--- src/rtl/lfsr_rng_pkg.sv ---
// lfsr_rng_pkg: FSM state type and default XNOR tap masks for 4..32-bit LFSRs
package lfsr_rng_pkg;

  typedef enum logic {IDLE, ARMED} state_t;

  localparam int MIN_WIDTH = 4;
  localparam int MAX_WIDTH = 32;

  function automatic logic [31:0] pos(input int k);
    return 32'd1 << (k - 1);
  endfunction

  // Maximal-length XNOR tap sets, bit i set means state bit i feeds the XNOR
  function automatic logic [31:0] default_taps(input int w);
    case (w)
      4:  return pos(4)  | pos(3);
      5:  return pos(5)  | pos(3);
      6:  return pos(6)  | pos(5);
      7:  return pos(7)  | pos(6);
      8:  return pos(8)  | pos(6)  | pos(5)  | pos(4);
      9:  return pos(9)  | pos(5);
      10: return pos(10) | pos(7);
      11: return pos(11) | pos(9);
      12: return pos(12) | pos(6)  | pos(4)  | pos(1);
      13: return pos(13) | pos(4)  | pos(3)  | pos(1);
      14: return pos(14) | pos(5)  | pos(3)  | pos(1);
      15: return pos(15) | pos(14);
      16: return pos(16) | pos(15) | pos(13) | pos(4);
      17: return pos(17) | pos(14);
      18: return pos(18) | pos(11);
      19: return pos(19) | pos(6)  | pos(2)  | pos(1);
      20: return pos(20) | pos(17);
      21: return pos(21) | pos(19);
      22: return pos(22) | pos(21);
      23: return pos(23) | pos(18);
      24: return pos(24) | pos(23) | pos(22) | pos(17);
      25: return pos(25) | pos(22);
      26: return pos(26) | pos(6)  | pos(2)  | pos(1);
      27: return pos(27) | pos(5)  | pos(2)  | pos(1);
      28: return pos(28) | pos(25);
      29: return pos(29) | pos(27);
      30: return pos(30) | pos(6)  | pos(4)  | pos(1);
      31: return pos(31) | pos(28);
      32: return pos(32) | pos(22) | pos(2)  | pos(1);
      default: return 32'd0;
    endcase
  endfunction

endpackage

--- src/rtl/lfsr_rng_core.sv ---
// lfsr_core: XNOR LFSR register, saturating step counter, seed load; LFSR_RNG_LOCKUP_EN clears the all-ones lockup state
module lfsr_core
  import lfsr_rng_pkg::*;
#(
  parameter int WIDTH = 8,
  parameter logic [WIDTH-1:0] TAPS = WIDTH'(8'h88)
) (
  input  logic             clk,
  input  logic             res_n,
  input  logic             step_en,
  input  logic             seed_load,
  input  logic [WIDTH-1:0] seed,
  output logic [WIDTH-1:0] rnd,
  output logic             rnd_valid
);

  localparam int CW = $clog2(WIDTH + 1);

  logic [WIDTH-1:0] state;
  logic [WIDTH-1:0] seed_in;
  logic [CW-1:0]    cnt;
  logic             feed;
  logic             lock;

  assign feed = ~^(state & TAPS);

`ifdef LFSR_RNG_LOCKUP_EN
  assign lock    = &state;
  assign seed_in = (&seed) ? '0 : seed;
`else
  assign lock    = 1'b0;
  assign seed_in = seed;
`endif

  // Seed load wins over stepping; the step counter saturates at WIDTH
  always_ff @(posedge clk) begin
    if (!res_n) begin
      state <= '0;
      cnt   <= '0;
    end else if (seed_load) begin
      state <= seed_in;
      cnt   <= '0;
    end else if (step_en) begin
      state <= lock ? '0 : {state[WIDTH-2:0], feed};
      cnt   <= (cnt == CW'(WIDTH)) ? cnt : cnt + 1'b1;
    end
  end

  assign rnd       = state;
  assign rnd_valid = (cnt == CW'(WIDTH));

endmodule

--- src/rtl/lfsr_rng.sv ---
// lfsr_rng: LFSR random source plus random-delay countdown with one-cycle fire pulse; optional LFSR_RNG_LOCKUP_EN
module lfsr_rng
  import lfsr_rng_pkg::*;
#(
  parameter int WIDTH = 8,
  parameter logic [WIDTH-1:0] TAPS = WIDTH'(8'h88),
  parameter int RANGE_BITS = 4,
  parameter int MIN_DELAY = 1000,
  parameter int DELAY_W = 16
) (
  input  logic               clk,
  input  logic               res_n,
  input  logic               step_en,
  input  logic               seed_load,
  input  logic [WIDTH-1:0]   seed,
  input  logic               start,
  input  logic               stop,
  output logic [WIDTH-1:0]   rnd,
  output logic               rnd_valid,
  output logic               busy,
  output logic [DELAY_W-1:0] count,
  output logic               fire
);

  state_t             state;
  logic [DELAY_W-1:0] delay;

  lfsr_core #(.WIDTH(WIDTH), .TAPS(TAPS)) u_core (
    .clk       (clk),
    .res_n     (res_n),
    .step_en   (step_en),
    .seed_load (seed_load),
    .seed      (seed),
    .rnd       (rnd),
    .rnd_valid (rnd_valid)
  );

  assign delay = DELAY_W'(MIN_DELAY) + DELAY_W'(rnd[RANGE_BITS-1:0]);

  // Countdown FSM: arm on start, abort on stop, pulse fire once after reaching zero
  always_ff @(posedge clk) begin
    if (!res_n) begin
      state <= IDLE;
      count <= '0;
      fire  <= 1'b0;
    end else begin
      fire <= 1'b0;
      case (state)
        IDLE: begin
          if (start && !stop) begin
            state <= ARMED;
            count <= delay;
          end
        end
        ARMED: begin
          if (stop) begin
            state <= IDLE;
            count <= '0;
          end else if (count == '0) begin
            state <= IDLE;
            fire  <= 1'b1;
          end else begin
            count <= count - 1'b1;
          end
        end
        default: state <= IDLE;
      endcase
    end
  end

  assign busy = (state == ARMED);

endmodule

--- config.mk ---
export PLATFORM = sky130hd
export DESIGN_NAME = lfsr_rng
export DESIGN_NICKNAME = d
export VERILOG_FILES = /design/src/rtl/lfsr_rng_pkg.sv /design/src/rtl/lfsr_rng_core.sv /design/src/rtl/lfsr_rng.sv
export SDC_FILE = /design/constraint.sdc
export NUM_CORES = 1
export LEC_CHECK = 0
export BUFFER_PORTS_ARGS = -buffer_cell sky130_fd_sc_hd__buf_2
export CAP_MARGIN = 25
export CORE_ASPECT_RATIO = 0.75
export CORE_MARGIN = 10
export CORE_UTILIZATION = 53
export CTS_CLUSTER_SIZE = 20
export DETAILED_ROUTE_END_ITERATION = 10
export PLACE_DENSITY = 0.84
export SYNTH_ARGS = -nofsm -noshare
export SYNTH_HDL_FRONTEND = slang
export SYNTH_HIERARCHICAL = 1
export SYNTH_SLANG_ARGS = --single-unit
--- constraint.sdc ---
create_clock -name clk -period 2.2 [get_ports clk]
set_input_delay 0.44 -clock clk [delete_from_list [all_inputs] [get_ports clk]]
set_output_delay 0.44 -clock clk [all_outputs]
set_load 0.1 [all_outputs]
==> results.cfg <==
[outcome]
outcome = finished clean

[synthesis]
ys_seq_elements = 30
synth-edff-count = 0
synth.mux.area_fraction = 0.0444
netlist_instances = 216
yosys_warnings = 6
syn-num-nets = 233
yosysMostFrequentCell = dfxtp_1
synth_compound_area_frac = 0.285
ys_types = 54
synth_area_per_cell_um2 = 8.35
yosysTopAreaCell = dfxtp_1
synth-simple-area-share = 0.246
postSynth.asyncResetShare = 0
synth_xor_area_frac = 0.00971
synthesis.area_mm2 = 0.00180
yosys.area.top_type_share = 0.333
synthFlopType = dfxtp_1
synthTopCellsByArea = dfxtp_1 33%, a21oi_1 5.0%, a211oi_1 5.0%
yosysSeqAreaShare = 0.333
synth_top_family_by_area = compound AO/OA/AOI/OAI gates
synth_common_cells = 30 x dfxtp_1, 21 x nand2_1, 18 x a21oi_1, 12 x a211oi_1
synth_fa_ha_area_frac = 0.0208

[global_route]
grt_pass1_wl_um = 8330
grt_max_degree = 21
antenna_found_initial = 0
track_usage = 0.164
grt_pass1_vias = 1719
overflow = 0

[placed_design]
dp_hpwl_um = 3790
globalplace.congestion = 0.945
port-buffer-count = 40
place_ws_ns = 0.295

[setup_path]
crit_arrival_ns = 2.13
critical_path_class = reg2reg
worstReg2RegStart = count[0]
crit_end = count[8]
slowest_delay_ns = 0.50
end_kind = register
rrSetupSlack_ns = 0.25
worst_r2r_endpoint = count[8]
reg2reg_depth = 6
worstPathRequired_ns = 2.38
crit_chain = inv_1, ha_1, nor4b_1, and4_1, a211oi_1, o221a_2
worstSetupStartpoint = count[0]
cp_max_fo = 11
critPathLaunchType = register
slowest_stage = and4_1

[power_and_ir_drop]
powerDensity_mw_per_mm2 = 770
leakagePower_nw = 0.958
ir_worst_vdd_v = 0.000405

[timing]
rsz0062_at_grt = no
period_needed_ns = 1.95
slew_viol_final = 0
period_share = 0.888
max-slew-margin-rel = 0.534
tightest_slew_ns = 0.697
setup_ws_ns = 0.246
whs_ns = 0.376
hold_viol_final = 0
skew_ns = 0.00353
setup_violations = 0
totalNegativeSetupSlack_ns = 0
fmax_mhz = 512

[floorplan]
die_w_um = 87.4
die_h_um = 70.5
die_area_mm2 = 0.00616
fp-row-count = 18
io_pins = 41
initial_core_util = 0.549
coreArea_mm2 = 0.00329

[cts]
cts_buffers = 5
cts_tree = yes
htree_levels = 2
numClockSinks = 30
cts_hold_buf = 0
cts_root_buf = clkbuf_8
cts_resized = 0
insertion_delay_ns = 0.29
clk_pin_slew_ns = 0.06
cts_setup_buffers = 0
cts_buffer_depth = 2

[route]
drt-total-wl_um = 5100
num_vias = 1956
wl_per_cell_um = 17.0
drt-initial-drc-count = 296
dr.pass1.iters = 5
viasPerCell = 6.52
drc = 0
ant_nets = 0

[final_layout]
nNetsFinal = 276
final_util = 0.654
layout-drive-gt1-share = 0.285
areaGrowthSynthToFinish_pct = 19.3
num_antenna_cells = 0
nFillCells = 293

[job]
drv_cap = 0

[worst_hold_path]
hold_path.class = in2reg
-- final cells by class --
| class | count | area [µm²] | share of cell area |
|---|---|---|---|
| multi-input cells | 161 | 1090 | 0.508 |
| well taps | 40 | 50.0 | 0.0233 |
| inverters | 12 | 45.0 | 0.0209 |
| flip-flops and latches | 30 | 604 | 0.281 |
| repair buffers | 49 | 268 | 0.124 |
| clock inverters | 1 | 5.00 | 0.00233 |
| clock buffers | 7 | 86.3 | 0.0401 |
-- critical path: cells and delay by family, from the launching register on --
family                     cells  cell delay, ns
DFF                            1            0.34
adders and majority gates      1            0.20
and+or+nand+nor                2            0.82
AOI/OAI and AO/OA              2            0.41
buffers and inverters          1            0.09
-- power breakdown --
group / total (W) / switching [W] / internal (W)
sequential: 0.000625 / 0.0000478 / 0.000577
clock: 0.000457 / 0.000205 / 0.000252
combinational: 0.000576 / 0.000425 / 0.000152
-- placed cells by master, fill, tap and decap left out, drive strengths merged, types with 2 or more instances in the layout --
| cell type | netlist | final |
|---|---|---|
| nand2 | 21 | 21 |
| ha | 3 | 3 |
| o211ai | 2 | 2 |
| buf | 5 | 49 |
| nor2 | 9 | 9 |
| nor4 | 7 | 7 |
| o31ai | 2 | 2 |
| or3 | 3 | 3 |
| nand2b | 2 | 2 |
| nand3 | 5 | 5 |
| a31oi | 4 | 4 |
| nor3 | 8 | 8 |
| nor3b | 2 | 2 |
| inv | 12 | 12 |
| a211oi | 13 | 13 |
| dfxtp | 30 | 30 |
| o22ai | 5 | 5 |
| o211a | 7 | 7 |
| mux2i | 8 | 8 |
| o21ai | 11 | 11 |
| or4 | 3 | 3 |
| nand4 | 5 | 5 |
| o221a | 2 | 2 |
| nor2b | 2 | 2 |
| and4 | 2 | 2 |
| a21oi | 19 | 19 |
| nand3b | 2 | 2 |
| clkbuf | 8 | 7 |
-- state kept, by name, indices dropped and copies added, names as in the netlist --
signal / count
u_core/cnt: 4
u_core/rnd: 8
fire: 1
count: 16
busy: 1
-- kinds of logic after synthesis --
logic type | after synthesis
DFF | 30
buffers and inverters | 25
muxes | 8
and+or+nand+nor | 74
AOI/OAI and AO/OA | 74
adders and majority gates | 3
xor gates and xnor gates | 2
-- per-stage QoR --
step	cell area [µm²]	instances	power (W)
floorplan	1810	216	0.00108
global placement	2060	292	0.00120
detailed placement	2060	292	0.00120
CTS	2150	300	0.00166
global route	2150	300	0.00173
finish	2150	300	0.00166
-- worst min path at each step --
stage / slack, ns / from / depth (start not counted) / to
finish: 0.38 / seed[3] / 2 / u_core/rnd[3]
global route: 0.37 / seed[5] / 2 / u_core/rnd[5]
CTS: 0.37 / seed[2] / 2 / u_core/rnd[2]
detailed placement: 0.48 / busy / 1 / busy
global placement: 0.48 / busy / 1 / busy
floorplan: 0.47 / u_core/cnt[2] / 2 / u_core/cnt[2]
-- routing by layer --
metal,wire (µm),global-route usage,share of wire,vias to the layer above
met1,2230,0.224,0.44,898
met4,153,0.0760,0.030,0
met5,0,0,0,-
met3,536,0.0561,0.11,19
li1,-,-,-,912
met2,2180,0.223,0.43,127
Note: power is estimated with default switching activity, not from simulation.
